==> src/rtl/sprite_slot_compositor.sv <==
// sprite_slot_compositor
// Walks the four per-pixel sprite hit slots from highest (h3) to lowest (h0)
// priority, fetches each non-empty slot's pixel from sprite memory over a
// req/ack port and reports the first opaque colour, or the latched background
// colour when every slot is empty or transparent.
//
// Optional build macro: SPRITE_COMPOSITOR_TIMEOUT_EN
//   Adds a fetch watchdog. A fetch that sees no mem_ack for TIMEOUT_CYCLES
//   cycles is abandoned and handled like a transparent pixel, and the sticky
//   err_timeout flag is raised until reset. Without the macro FETCH waits
//   indefinitely and err_timeout is tied low.
//
// state | meaning
// ------+--------------------------------------------------------------
// IDLE  | waiting for a slot set; in_ready high
// SCAN  | inspect slot[idx]; skip if empty, otherwise launch a fetch
// FETCH | mem_req/mem_addr held until mem_ack (or watchdog expiry)
// DONE  | out_valid strobe for one cycle; result registers already loaded

module sprite_slot_compositor #(
  parameter int                 ADDR_W            = 18,
  parameter int                 COLOR_W           = 9,
  parameter logic [COLOR_W-1:0] TRANSPARENT_COLOR = 9'h1C7,
  parameter int                 TIMEOUT_CYCLES    = 16
) (
  input  logic               clk,
  input  logic               reset,
  input  logic               in_valid,
  output logic               in_ready,
  input  logic [ADDR_W+4:0]  h3_in,
  input  logic [ADDR_W+4:0]  h2_in,
  input  logic [ADDR_W+4:0]  h1_in,
  input  logic [ADDR_W+4:0]  h0_in,
  input  logic [COLOR_W-1:0] bg_color,
  output logic               mem_req,
  output logic [ADDR_W-1:0]  mem_addr,
  input  logic               mem_ack,
  input  logic [COLOR_W-1:0] mem_data,
  output logic               out_valid,
  output logic [COLOR_W-1:0] out_color,
  output logic               out_hit,
  output logic [4:0]         out_tag,
  output logic               err_timeout
);

  localparam int SLOT_W = ADDR_W + 5;

  typedef enum logic [1:0] {
    S_IDLE  = 2'd0,
    S_SCAN  = 2'd1,
    S_FETCH = 2'd2,
    S_DONE  = 2'd3
  } state_t;

  state_t                   state_q, state_d;
  logic [1:0]               idx_q, idx_d;
  logic [3:0][SLOT_W-1:0]   slot_q, slot_d;
  logic [COLOR_W-1:0]       bg_q, bg_d;
  logic                     req_q, req_d;
  logic [ADDR_W-1:0]        addr_q, addr_d;
  logic [COLOR_W-1:0]       color_q, color_d;
  logic                     hit_q, hit_d;
  logic [4:0]               tag_q, tag_d;

  logic [SLOT_W-1:0]        cur_slot;
  logic                     tmo_fire;

  assign cur_slot = slot_q[idx_q];

  // Next-state and datapath decode for the slot walk
  always_comb begin
    state_d = state_q;
    idx_d   = idx_q;
    slot_d  = slot_q;
    bg_d    = bg_q;
    req_d   = req_q;
    addr_d  = addr_q;
    color_d = color_q;
    hit_d   = hit_q;
    tag_d   = tag_q;

    unique case (state_q)
      S_IDLE: begin
        if (in_valid) begin
          slot_d[3] = h3_in;
          slot_d[2] = h2_in;
          slot_d[1] = h1_in;
          slot_d[0] = h0_in;
          bg_d      = bg_color;
          idx_d     = 2'd3;
          state_d   = S_SCAN;
        end
      end

      S_SCAN: begin
        if (cur_slot == '0) begin
          if (idx_q == 2'd0) begin
            color_d = bg_q;
            hit_d   = 1'b0;
            tag_d   = 5'd0;
            state_d = S_DONE;
          end else begin
            idx_d = idx_q - 2'd1;
          end
        end else begin
          // A zero address with a non-zero tag is a real hit at address 0
          addr_d  = cur_slot[ADDR_W-1:0];
          req_d   = 1'b1;
          state_d = S_FETCH;
        end
      end

      S_FETCH: begin
        if (mem_ack && (mem_data != TRANSPARENT_COLOR)) begin
          color_d = mem_data;
          hit_d   = 1'b1;
          tag_d   = cur_slot[SLOT_W-1 -: 5];
          req_d   = 1'b0;
          state_d = S_DONE;
        end else if (mem_ack || tmo_fire) begin
          // Transparent pixel or abandoned fetch: fall through to the next slot
          req_d = 1'b0;
          if (idx_q == 2'd0) begin
            color_d = bg_q;
            hit_d   = 1'b0;
            tag_d   = 5'd0;
            state_d = S_DONE;
          end else begin
            idx_d   = idx_q - 2'd1;
            state_d = S_SCAN;
          end
        end
      end

      S_DONE: begin
        state_d = S_IDLE;
      end

      default: begin
        state_d = S_IDLE;
      end
    endcase
  end

  // State, slot latches, memory port and result registers
  always_ff @(posedge clk) begin
    if (reset) begin
      state_q <= S_IDLE;
      idx_q   <= 2'd0;
      slot_q  <= '0;
      bg_q    <= '0;
      req_q   <= 1'b0;
      addr_q  <= '0;
      color_q <= '0;
      hit_q   <= 1'b0;
      tag_q   <= 5'd0;
    end else begin
      state_q <= state_d;
      idx_q   <= idx_d;
      slot_q  <= slot_d;
      bg_q    <= bg_d;
      req_q   <= req_d;
      addr_q  <= addr_d;
      color_q <= color_d;
      hit_q   <= hit_d;
      tag_q   <= tag_d;
    end
  end

`ifdef SPRITE_COMPOSITOR_TIMEOUT_EN
  localparam int              TMO_W    = $clog2(TIMEOUT_CYCLES + 1);
  localparam logic [TMO_W-1:0] TMO_LOAD = TMO_W'(TIMEOUT_CYCLES - 1);

  logic [TMO_W-1:0] tmo_q, tmo_d;
  logic             err_q, err_d;

  // Terminal count reached in FETCH with still no acknowledge
  assign tmo_fire = (state_q == S_FETCH) && !mem_ack && (tmo_q == '0);

  // Watchdog down-counter reloads on every entry to FETCH
  always_comb begin
    tmo_d = tmo_q;
    if ((state_q == S_SCAN) && (state_d == S_FETCH)) begin
      tmo_d = TMO_LOAD;
    end else if ((state_q == S_FETCH) && (tmo_q != '0)) begin
      tmo_d = tmo_q - TMO_W'(1);
    end
    err_d = err_q | tmo_fire;
  end

  // Watchdog counter and sticky timeout flag
  always_ff @(posedge clk) begin
    if (reset) begin
      tmo_q <= '0;
      err_q <= 1'b0;
    end else begin
      tmo_q <= tmo_d;
      err_q <= err_d;
    end
  end

  assign err_timeout = err_q;
`else
  logic unused_tmo_cfg;

  assign tmo_fire       = 1'b0;
  assign err_timeout    = 1'b0;
  assign unused_tmo_cfg = (TIMEOUT_CYCLES != 0);
`endif

  assign in_ready  = (state_q == S_IDLE);
  assign out_valid = (state_q == S_DONE);
  assign mem_req   = req_q;
  assign mem_addr  = addr_q;
  assign out_color = color_q;
  assign out_hit   = hit_q;
  assign out_tag   = tag_q;

endmodule

==> config.mk <==
export PLATFORM = sky130hd
export DESIGN_NAME = sprite_slot_compositor
export DESIGN_NICKNAME = d
export VERILOG_FILES = /design/src/rtl/sprite_slot_compositor.sv
export SDC_FILE = /design/constraint.sdc
export NUM_CORES = 1
export LEC_CHECK = 0
export CAP_MARGIN = 10
export CORE_MARGIN = 2
export CORE_UTILIZATION = 40
export DETAILED_ROUTE_END_ITERATION = 8
export PLACE_DENSITY_LB_ADDON = 0.12
export REMOVE_ABC_BUFFERS = 1
export SETUP_SLACK_MARGIN = 0.5
export SYNTH_ARGS = -nofsm -noshare
export SYNTH_HDL_FRONTEND = slang
export SYNTH_SLANG_ARGS = --single-unit
==> constraint.sdc <==
create_clock -name clk -period 3.7 [get_ports clk]
set_input_delay 0.74 -clock clk [delete_from_list [all_inputs] [get_ports clk]]
set_output_delay 0.74 -clock clk [all_outputs]
set_load 0.005 [all_outputs]
==> impl_metrics.csv, run 1 <==
group,metric,value,unit
outcome,status,"finished, final reports clean",
global_route,top_usage_layer,"met2",
clocking,htree_levels,4,
clocking,cts_buffer_depth,2,
worst_hold_path,hold_depth,2,
placed_design,dp_slack,290,ps
clocking,root_buffer,"clkbuf_16",
synth,synth_seq_cells,139,
synth,postSynthCellCount,698,
global_route,use_met3,5.30,%
routing,viasPerCell,5.20,
critical_path,path_class,"reg2reg",
power_and_ir_drop,power.density,710,nW/um2
die,fp.dieH,128,um
critical_path,critical_path_required,4020,ps
placed_design,placed_area,7600,um2
clocking,clk_pin_slew,60,ps
die,start_util,40.5,%
power_and_ir_drop,peakVddDrop,0.000444,V
placed_design,hpwl,11000,um
routing,vias,5338,
timing,min_period,3080,ps
critical_path,reg2regPathDepth,6,
timing,fin_ws,617,ps
timing,max_freq,324,MHz
synth,ys_warn_count,0,
clocking,cts_sinks,139,
flow_run,drv_cap,0,
global_route,grt_use_met2,32.0,%
worst_hold_path,min_path_type,"reg2reg",
critical_path,cp-end-kind,"flop",
clocking,clkLatencyLatePin,430,ps
synth,synthArstFlopShare,0,%
die,core_area,15100,um2
routing,drtPass1Iterations,5,
clocking,cts_hold_buffers,0,
global_route,use_met1,26.0,%
synth,synth_area,6120,um2
die,die_area,16300,um2
timing,fin_setup_tns,0,ps
finish,finalNetCount,945,
timing,slew_headroom,31.3,%
worst_hold_path,holdPathEnd,"slot_q[45]",
critical_path,r2r_slack,620,ps
routing,drc,0,
routing,postRouteAntennaNets,0,
critical_path,cp-start-kind,"flop",
timing,setup_viol,0,
finish,num_antenna_cells,0,
worst_hold_path,hold_start,"slot_q[45]",
routing,wl_per_cell,15.4,um
die,ios,151,
timing,maxSlewViolCount,0,
synth,yosysUniqueCellTypes,50,
finish,design_area,8340,um2
critical_path,worstPathArrival,3400,ps
critical_path,r2r_start,"idx_q[1]",
clocking,cts_made_buffers,17,
finish,area_growth_syn_to_layout,36.4,%
global_route,grt_overflow,0,
finish,drive_above_1_share,8.22,%
global_route,grt_pass1_vias,5120,
global_route,grt_usage,19.8,%
timing,grt_setup_unrepaired,"false",
synth,yosysSeqAreaShare,45.5,%
timing,clock-skew-final,8.09,ps
global_route,antenna_found_initial,0,
placed_design,portBuffers,149,
clocking,cts_tree,"done",
routing,drt_wl_total,15800,um
critical_path,cp_max_fo,9,
critical_path,timing.rr.end,"out_hit",
routing,drt_iter0_drc,278,
synth,syn_area_per_cell,8.76,um2
die,die_x,128,um
die,rows,45,
placed_design,gp_congestion,0.807,
timing,fin_crit_sh,83.3,%
timing,tightest_slew,1030,ps
timing,hold_viol,0,
synth,synth-main-ff-cell,"dfxtp_1",
global_route,grt_pass1_wl,25600,um
synth,synth_edf_count,0,
power_and_ir_drop,power.leakage,3.09,nW
global_route,grt_max_degree,102,
## sequential cells by signal, summed over array words and instances, names as in the netlist
| signal | flops |
|---|---|
| bg_q | 9 |
| idx_q | 2 |
| mem_addr | 18 |
| mem_req | 1 |
| out_color | 9 |
| out_hit | 1 |
| out_tag | 5 |
| slot_q | 92 |
| state_q | 2 |
## through the flow
stage | hold slack [ps] | utilization [%] | cells | power [mW]
3_3_place_gp | 442 | 50.4 | 988 | 3.95
2_1_floorplan | 425 | - | 644 | 3.26
6_report | 450 | 55.3 | 1027 | 5.92
4_1_cts | 451 | 54.9 | 1022 | 5.92
5_1_grt | 470 | 55.3 | 1027 | 6.26
3_5_place_dp | 444 | 50.4 | 988 | 4.01
## kinds of logic (layout without fill, tap and decap cells)
kind of cell	after synthesis	in the layout	share of synthesized area (%)
other	1	1	0.0613
buffers and inverters	71	212	6.16
AOI/OAI and AO/OA	153	153	15.1
adders and majority gates	5	5	1.02
DFF	139	139	45.5
and+or+nand+nor	288	288	19.8
muxes	41	41	12.4
## cell type report
class	instances	area [um2]
Clock inverter	14	218
Tap cell	188	235
Timing Repair Buffer	163	1610
Multi-Input combinational cell	488	2990
Inverter	17	63.8
Fill cell	1410	6750
Sequential cell	139	2790
Clock buffer	18	439
## worst max path at each step
stage | from | endpoint | slack (ps)
after floorplan | idx_q[0] | out_hit | 160
after global placement | idx_q[0] | out_hit | 390
after detailed placement | idx_q[0] | out_color[7] | 290
after CTS | idx_q[0] | out_hit | 550
after global routing | idx_q[1] | out_hit | 520
final | idx_q[1] | out_hit | 620
## routing by layer
metal | up-vias | routed length (um)
met3 | 20 | 880
met5 | - | 0
met4 | 0 | 218
met1 | 2506 | 7300
li1 | 2662 | -
met2 | 150 | 7440
## worst max-delay path, stage by stage, from the launching register on
cell     delay (ps)
dfxtp_2         470
buf_4           240
mux4_2          520
or4_4           470
or4_4           540
or4_1           510
a32o_1          220
## power by group
group	internal, mW	switching, mW	total (mW)	leakage (nW)
clock network	1.22	0.660	1.88	0.313
logic	0.948	1.11	2.06	1.64
registers	1.79	0.200	1.99	1.14
total	3.95	1.97	5.92	3.09
## what timing repair did
action	4_1_cts	5_1_grt
setup endpoints to repair	15	1
hold endpoints to repair	0	0
resized for setup	3	0
pin swaps	1	0
buffers inserted	2	5
## layout by cell type, fill, tap and decap left out, types with 4 or more instances in the layout
cell / n
o21ai_0: 6
nand2_1: 248
o31ai_1: 7
inv_1: 16
mux2i_1: 18
mux4_2: 7
nand2b_1: 9
mux4_1: 15
a21oi_1: 105
ha_1: 5
clkdlybuf4s50_1: 148
and2_1: 7
a32o_1: 6
bufinv_16: 5
or4_4: 4
buf_4: 14
clkbuf_16: 17
a221oi_1: 9
dfxtp_1: 137
## cell usage after synthesis, types with 2 or more instances
master | n | area, um2
a211oi_1 | 3 | 22.5
a21oi_1 | 106 | 531
a221oi_1 | 9 | 78.8
a31oi_1 | 3 | 18.8
a32o_1 | 6 | 60.1
and2_1 | 8 | 50.1
and3_1 | 3 | 18.8
buf_1 | 5 | 18.8
buf_2 | 3 | 15.0
buf_6 | 4 | 45.0
clkbuf_1 | 34 | 128
clkbuf_8 | 5 | 68.8
dfxtp_1 | 139 | 2780
ha_1 | 5 | 62.6
inv_1 | 17 | 63.8
mux2i_1 | 18 | 180
mux4_1 | 15 | 394
mux4_2 | 7 | 158
nand2_1 | 249 | 935
nand2b_1 | 9 | 56.3
nand3_1 | 2 | 10.0
nor2_1 | 2 | 7.51
nor4_1 | 2 | 12.5
o21ai_0 | 6 | 30.0
o31ai_1 | 7 | 52.6
o41ai_1 | 2 | 17.5
or3_1 | 3 | 18.8
or4_4 | 4 | 45.0
No activity file was read; power rests on OpenSTA's default activity.
==> inputs of run 2 (changes only) <==
clock period = 2.6 ns   (was 3.7 ns; I/O delays follow)
==> run 2 against run 1 <==
The flow now finishes with violations (negative setup slack). Critical path depth unchanged. Maximum frequency up 6.2%. Worst setup slack worse by 920 ps. Sequential cell count unchanged. Via count up 2.8%. Non-clock buffer count up 33. Highest routed layer unchanged.
==> impl_metrics.csv, run 2 (synthesis results as in run 1) <==
group,metric,value,unit
outcome,status,"finished with violations",
outcome,violations,"negative setup slack",
power_and_ir_drop,power.total,9.36,mW
global_route,top_usage_layer,"met2",
finish,fillerInstances,1344,
clocking,cts_buffer_depth,2,
die,start_util,40.5,%
global_route,grt_usage,20.9,%
power_and_ir_drop,power.leakage,3.26,nW
finish,largest_reg_flops,92,
placed_design,portBuffers,149,
die,core_area,15100,um2
power_and_ir_drop,swShare,33.7,%
routing,drtPass1Iterations,5,
timing,setup_viol,38,
finish,drive_above_1_share,14.4,%
finish,num_antenna_cells,0,
global_route,grt_max_degree,102,
die,die_x,128,um
timing,clock-skew-final,13.9,ps
power_and_ir_drop,combPwrFrac,43.0,%
power_and_ir_drop,power.switching,3.16,mW
critical_path,path_class,"reg2reg",
critical_path,cp_max_fo,5,
critical_path,critical_path_required,2910,ps
power_and_ir_drop,peakVddDrop,0.000700,V
routing,drt_iter0_drc,268,
finish,final_cell_mix,"248 x nand2_1, 148 x clkdlybuf4s50_1, 135 x dfxtp_1, 105 x a21oi_1, 31 x buf_4",
finish,regMostFlops,"slot_q",
timing,max_freq,345,MHz
routing,postRouteAntennaNets,0,
timing,min_period,2900,ps
global_route,grt_use_met2,34.9,%
global_route,antenna_found_initial,0,
placed_design,hpwl,11400,um
routing,viasPerCell,5.16,
power_and_ir_drop,power.density,1060,nW/um2
routing,wl_per_cell,15.7,um
critical_path,r2r_slack,-300,ps
routing,vias,5485,
timing,slew_headroom,52.2,%
finish,area_growth_syn_to_layout,44.5,%
routing,drt_wl_total,16700,um
global_route,grt_pass1_vias,5430,
die,ios,151,
clocking,cts_made_buffers,17,
die,die_area,16300,um2
clocking,htree_levels,4,
timing,fin_ws,-302,ps
die,fp.dieH,128,um
clocking,clk_pin_slew,60,ps
global_route,use_met1,27.1,%
critical_path,cp-end-kind,"flop",
clocking,cts_tree,"done",
power_and_ir_drop,clock_power_share,26.9,%
timing,fin_setup_tns,-6460,ps
global_route,grt_overflow,0,
timing,tightest_slew,716,ps
power_and_ir_drop,p_int,6.21,mW
critical_path,cp-start-kind,"flop",
placed_design,placed_cells,1018,
power_and_ir_drop,p_seq_share,30.2,%
global_route,use_met3,5.01,%
timing,maxSlewViolCount,0,
timing,grt_setup_unrepaired,"true",
critical_path,worstPathArrival,3210,ps
finish,layout_commonest_cell,"nand2_1",
timing,hold_viol,0,
clocking,root_buffer,"clkbuf_16",
flow_run,drv_cap,0,
worst_hold_path,min_path_type,"reg2reg",
global_route,grt_pass1_wl,26900,um
placed_design,dp_slack,-484,ps
timing,fin_crit_sh,112,%
finish,finalNetCount,981,
die,rows,45,
placed_design,gp_congestion,0.792,
clocking,clkLatencyLatePin,420,ps
finish,fin_cells,1063,
clocking,cts_sinks,139,
routing,drc,0,
run 2: layout make-up:
type	instances	area [um2]	share of cell area, %
clock buffer	25	475	5.38
clock inverter	7	138	1.56
inverter	17	66.3	0.751
multi-input combinational	491	3160	35.8
sequential	139	2800	31.6
tap	188	235	2.66
timing repair buffer	196	1970	22.2
run 2: per-layer routing:
layer  share of wire, %  wire length (um)
met5                  0                 0
met4               0.91               152
met3                5.2               864
met2                 48              8030
met1                 46              7610
run 2: through the flow:
| step | instance area, um2 | hold slack [ps] | util, % |
|---|---|---|---|
| final | 8830 | 453 | 58.5 |
| after global routing | 8830 | 465 | 58.5 |
| after CTS | 8750 | 453 | 58.0 |
| after detailed placement | 7880 | 445 | 52.2 |
| after global placement | 7880 | 442 | 52.2 |
| after floorplan | 5800 | 425 | - |
run 2: critical path, stage by stage (launching register included):
cell and delay (ps):
dfxtp_4 400, buf_12 110, mux4_2 500, or4_4 550
or4_4 600, or4_1 410, a32o_1 210
run 2: power groups by stage:
stage	Sequential (mW)	Combinational (mW)	Clock, mW
floorplan	2.83	1.81	0
global placement	2.83	3.23	0
detailed placement	2.85	3.32	0
CTS	2.82	3.91	2.55
global route	2.88	4.36	2.66
finish	2.83	4.02	2.52
run 2: path summary, 6_finish.rpt:
kind	from	end	depth (start not counted)
setup / recovery	idx_q[0]	out_hit	6
hold / removal	bg_q[7]	bg_q[7]	2
setup reg to reg	idx_q[0]	out_hit	6
hold reg to reg	bg_q[7]	bg_q[7]	2
run 2: repair_timing:
| item | 4_1_cts | 5_1_grt |
|---|---|---|
| endpoints found under the setup margin | 40 | 40 |
| setup buffers | 8 | 1 |
| cloned | 4 | 0 |
| hold buffers | 0 | 0 |
| endpoints found under the hold margin | 0 | 0 |
| resized for setup | 40 | 15 |
| pin swaps | 14 | 6 |
==> inputs of run 3 (changes only) <==
CTS_BUF_LIST = sky130_fd_sc_hd__clkbuf_16   (was not set)
HOLD_SLACK_MARGIN = 0.06   (was not set)
==> run 3 against run 2 <==
Hold slack about the same. Critical path depth is 1 higher. Count of clock-buffer cells in the layout down 8. Highest routed layer unchanged. Largest cell class unchanged. Sequential cell count unchanged. The flow still finishes with violations (negative setup slack). Largest power group unchanged. Cell area is essentially flat. Sequential power about the same. Power about the same. Utilization is 0.058 points higher.
==> impl_metrics.csv, run 3 (synthesis results as in run 1) <==
group,metric,value,unit
placed_design,dp_slack,-484,ps
critical_path,cp-end-kind,"flop",
global_route,antenna_found_initial,0,
global_route,grt_usage,20.9,%
finish,finalNetCount,983,
clocking,cts_made_buffers,17,
power_and_ir_drop,swShare,34.1,%
critical_path,r2r_start,"idx_q[0]",
timing,fin_crit_sh,112,%
timing,grt_setup_unrepaired,"true",
timing,min_period,2910,ps
worst_hold_path,holdPathEnd,"slot_q[16]",
worst_hold_path,hold_start,"slot_q[16]",
routing,postRouteAntennaNets,0,
routing,drt_wl_total,16700,um
die,ios,151,
power_and_ir_drop,p_seq_share,30.1,%
finish,layout_commonest_cell,"nand2_1",
power_and_ir_drop,power.leakage,3.29,nW
die,rows,45,
clocking,clkLatencyLatePin,420,ps
finish,regMostFlops,"slot_q",
global_route,grt_max_degree,102,
timing,slew_headroom,51.3,%
timing,fin_setup_tns,-7010,ps
outcome,status,"finished with violations",
finish,drive_above_1_share,14.5,%
power_and_ir_drop,combPwrFrac,43.9,%
clocking,cts_sinks,139,
routing,viasPerCell,5.16,
power_and_ir_drop,peakVddDrop,0.000608,V
global_route,grt_overflow,0,
power_and_ir_drop,power.switching,3.20,mW
clocking,cts_buffer_depth,2,
power_and_ir_drop,p_int,6.17,mW
global_route,grt_pass1_wl,26900,um
worst_hold_path,min_path_type,"reg2reg",
timing,clock-skew-final,12.9,ps
critical_path,path_class,"reg2reg",
critical_path,timing.rr.end,"out_color[2]",
flow_run,drv_cap,0,
die,die_x,128,um
routing,drtPass1Iterations,5,
power_and_ir_drop,clock_power_share,25.9,%
timing,fin_ws,-314,ps
timing,maxSlewViolCount,0,
critical_path,critPathMaxStageDelay,600,ps
routing,drt_iter0_drc,289,
power_and_ir_drop,power.density,1060,nW/um2
finish,area_growth_syn_to_layout,44.6,%
placed_design,gp_congestion,0.792,
critical_path,r2r_slack,-310,ps
critical_path,worstPathArrival,3180,ps
clocking,root_buffer,"clkbuf_16",
critical_path,cp_cell_sequence,"buf_12 -> mux4_2 -> or4_4 -> or4_4 -> o31ai_4 -> buf_12 -> a221oi_1",
critical_path,cp_max_fo,12,
finish,fillerInstances,1339,
placed_design,hpwl,11400,um
timing,setup_viol,38,
routing,wl_per_cell,15.6,um
routing,vias,5493,
global_route,grt_pass1_vias,5435,
critical_path,reg2regPathDepth,7,
die,start_util,40.5,%
worst_hold_path,hold_depth,2,
finish,num_antenna_cells,0,
die,fp.dieH,128,um
critical_path,cp-start-kind,"flop",
finish,largest_reg_flops,92,
placed_design,portBuffers,149,
clocking,htree_levels,4,
timing,max_freq,343,MHz
timing,tightest_slew,731,ps
routing,drc,0,
die,core_area,15100,um2
timing,hold_viol,0,
die,die_area,16300,um2
clocking,clk_pin_slew,60,ps
critical_path,critical_path_required,2860,ps
finish,final_cell_mix,"248 x nand2_1, 148 x clkdlybuf4s50_1, 135 x dfxtp_1, 105 x a21oi_1, 32 x buf_4",
critical_path,crit_slowest_cell,"or4_4",
outcome,violations,"negative setup slack",
clocking,cts_tree,"done",
[run 3: worst max path at each step]
stage	startpoint	to	slack, ps	cells after the start
3_5_place_dp	idx_q[0]	out_hit	-480	5
5_1_grt	idx_q[0]	out_color[2]	-390	8
3_3_place_gp	idx_q[0]	out_hit	-440	5
2_1_floorplan	idx_q[0]	out_hit	-940	5
4_1_cts	idx_q[0]	out_color[5]	-310	9
6_report	idx_q[0]	out_color[2]	-310	7
[run 3: per-layer routing]
layer  global-route usage, %  wire length, um
met1                    27.0             7600
met2                    34.6             8020
met5                       0                0
met3                    5.22              830
met4                    6.27              216
[run 3: final cells by class]
type | count | area [um2] | share of cell area (%)
Clock buffer | 17 | 425 | 4.81
Clock inverter | 15 | 168 | 1.90
Timing Repair Buffer | 198 | 1980 | 22.4
Inverter | 17 | 66.3 | 0.750
Sequential cell | 139 | 2800 | 31.6
Tap cell | 188 | 235 | 2.66
Multi-Input combinational cell | 491 | 3170 | 35.8
[run 3: worst max-delay path: cells and delay by family, from the launching register on]
| kind | cells | cell delay [ps] |
|---|---|---|
| compound gates | 2 | 390 |
| mux | 1 | 500 |
| flops | 1 | 400 |
| simple gates | 2 | 1160 |
| buf+inv | 2 | 300 |
[run 3: repair_timing]
action | in CTS | in global routing
setup endpoints to repair | 40 | 40
hold buffers | 0 | 0
resized for setup | 40 | 18
cloned | 4 | 0
setup buffers | 8 | 3
pin swaps | 14 | 6
[run 3: power by group through the flow]
stage / clock [mW] / combinational [mW] / sequential (mW)
6_report: 2.43 / 4.12 / 2.82
5_1_grt: 2.57 / 4.46 / 2.88
4_1_cts: 2.47 / 3.90 / 2.82
3_5_place_dp: 0 / 3.32 / 2.85
3_3_place_gp: 0 / 3.23 / 2.83
2_1_floorplan: 0 / 1.81 / 2.83
[run 3: through the flow]
step / cells / cell area (um2) / util (%) / power (mW) / hold slack (ps)
after detailed placement: 1018 / 7880 / 52.2 / 6.16 / 445
after global routing: 1065 / 8840 / 58.6 / 9.90 / 465
final: 1065 / 8840 / 58.6 / 9.37 / 453
after global placement: 1018 / 7880 / 52.2 / 6.05 / 442
after CTS: 1062 / 8730 / 57.8 / 9.19 / 453
after floorplan: 644 / 5800 / - / 4.64 / 425
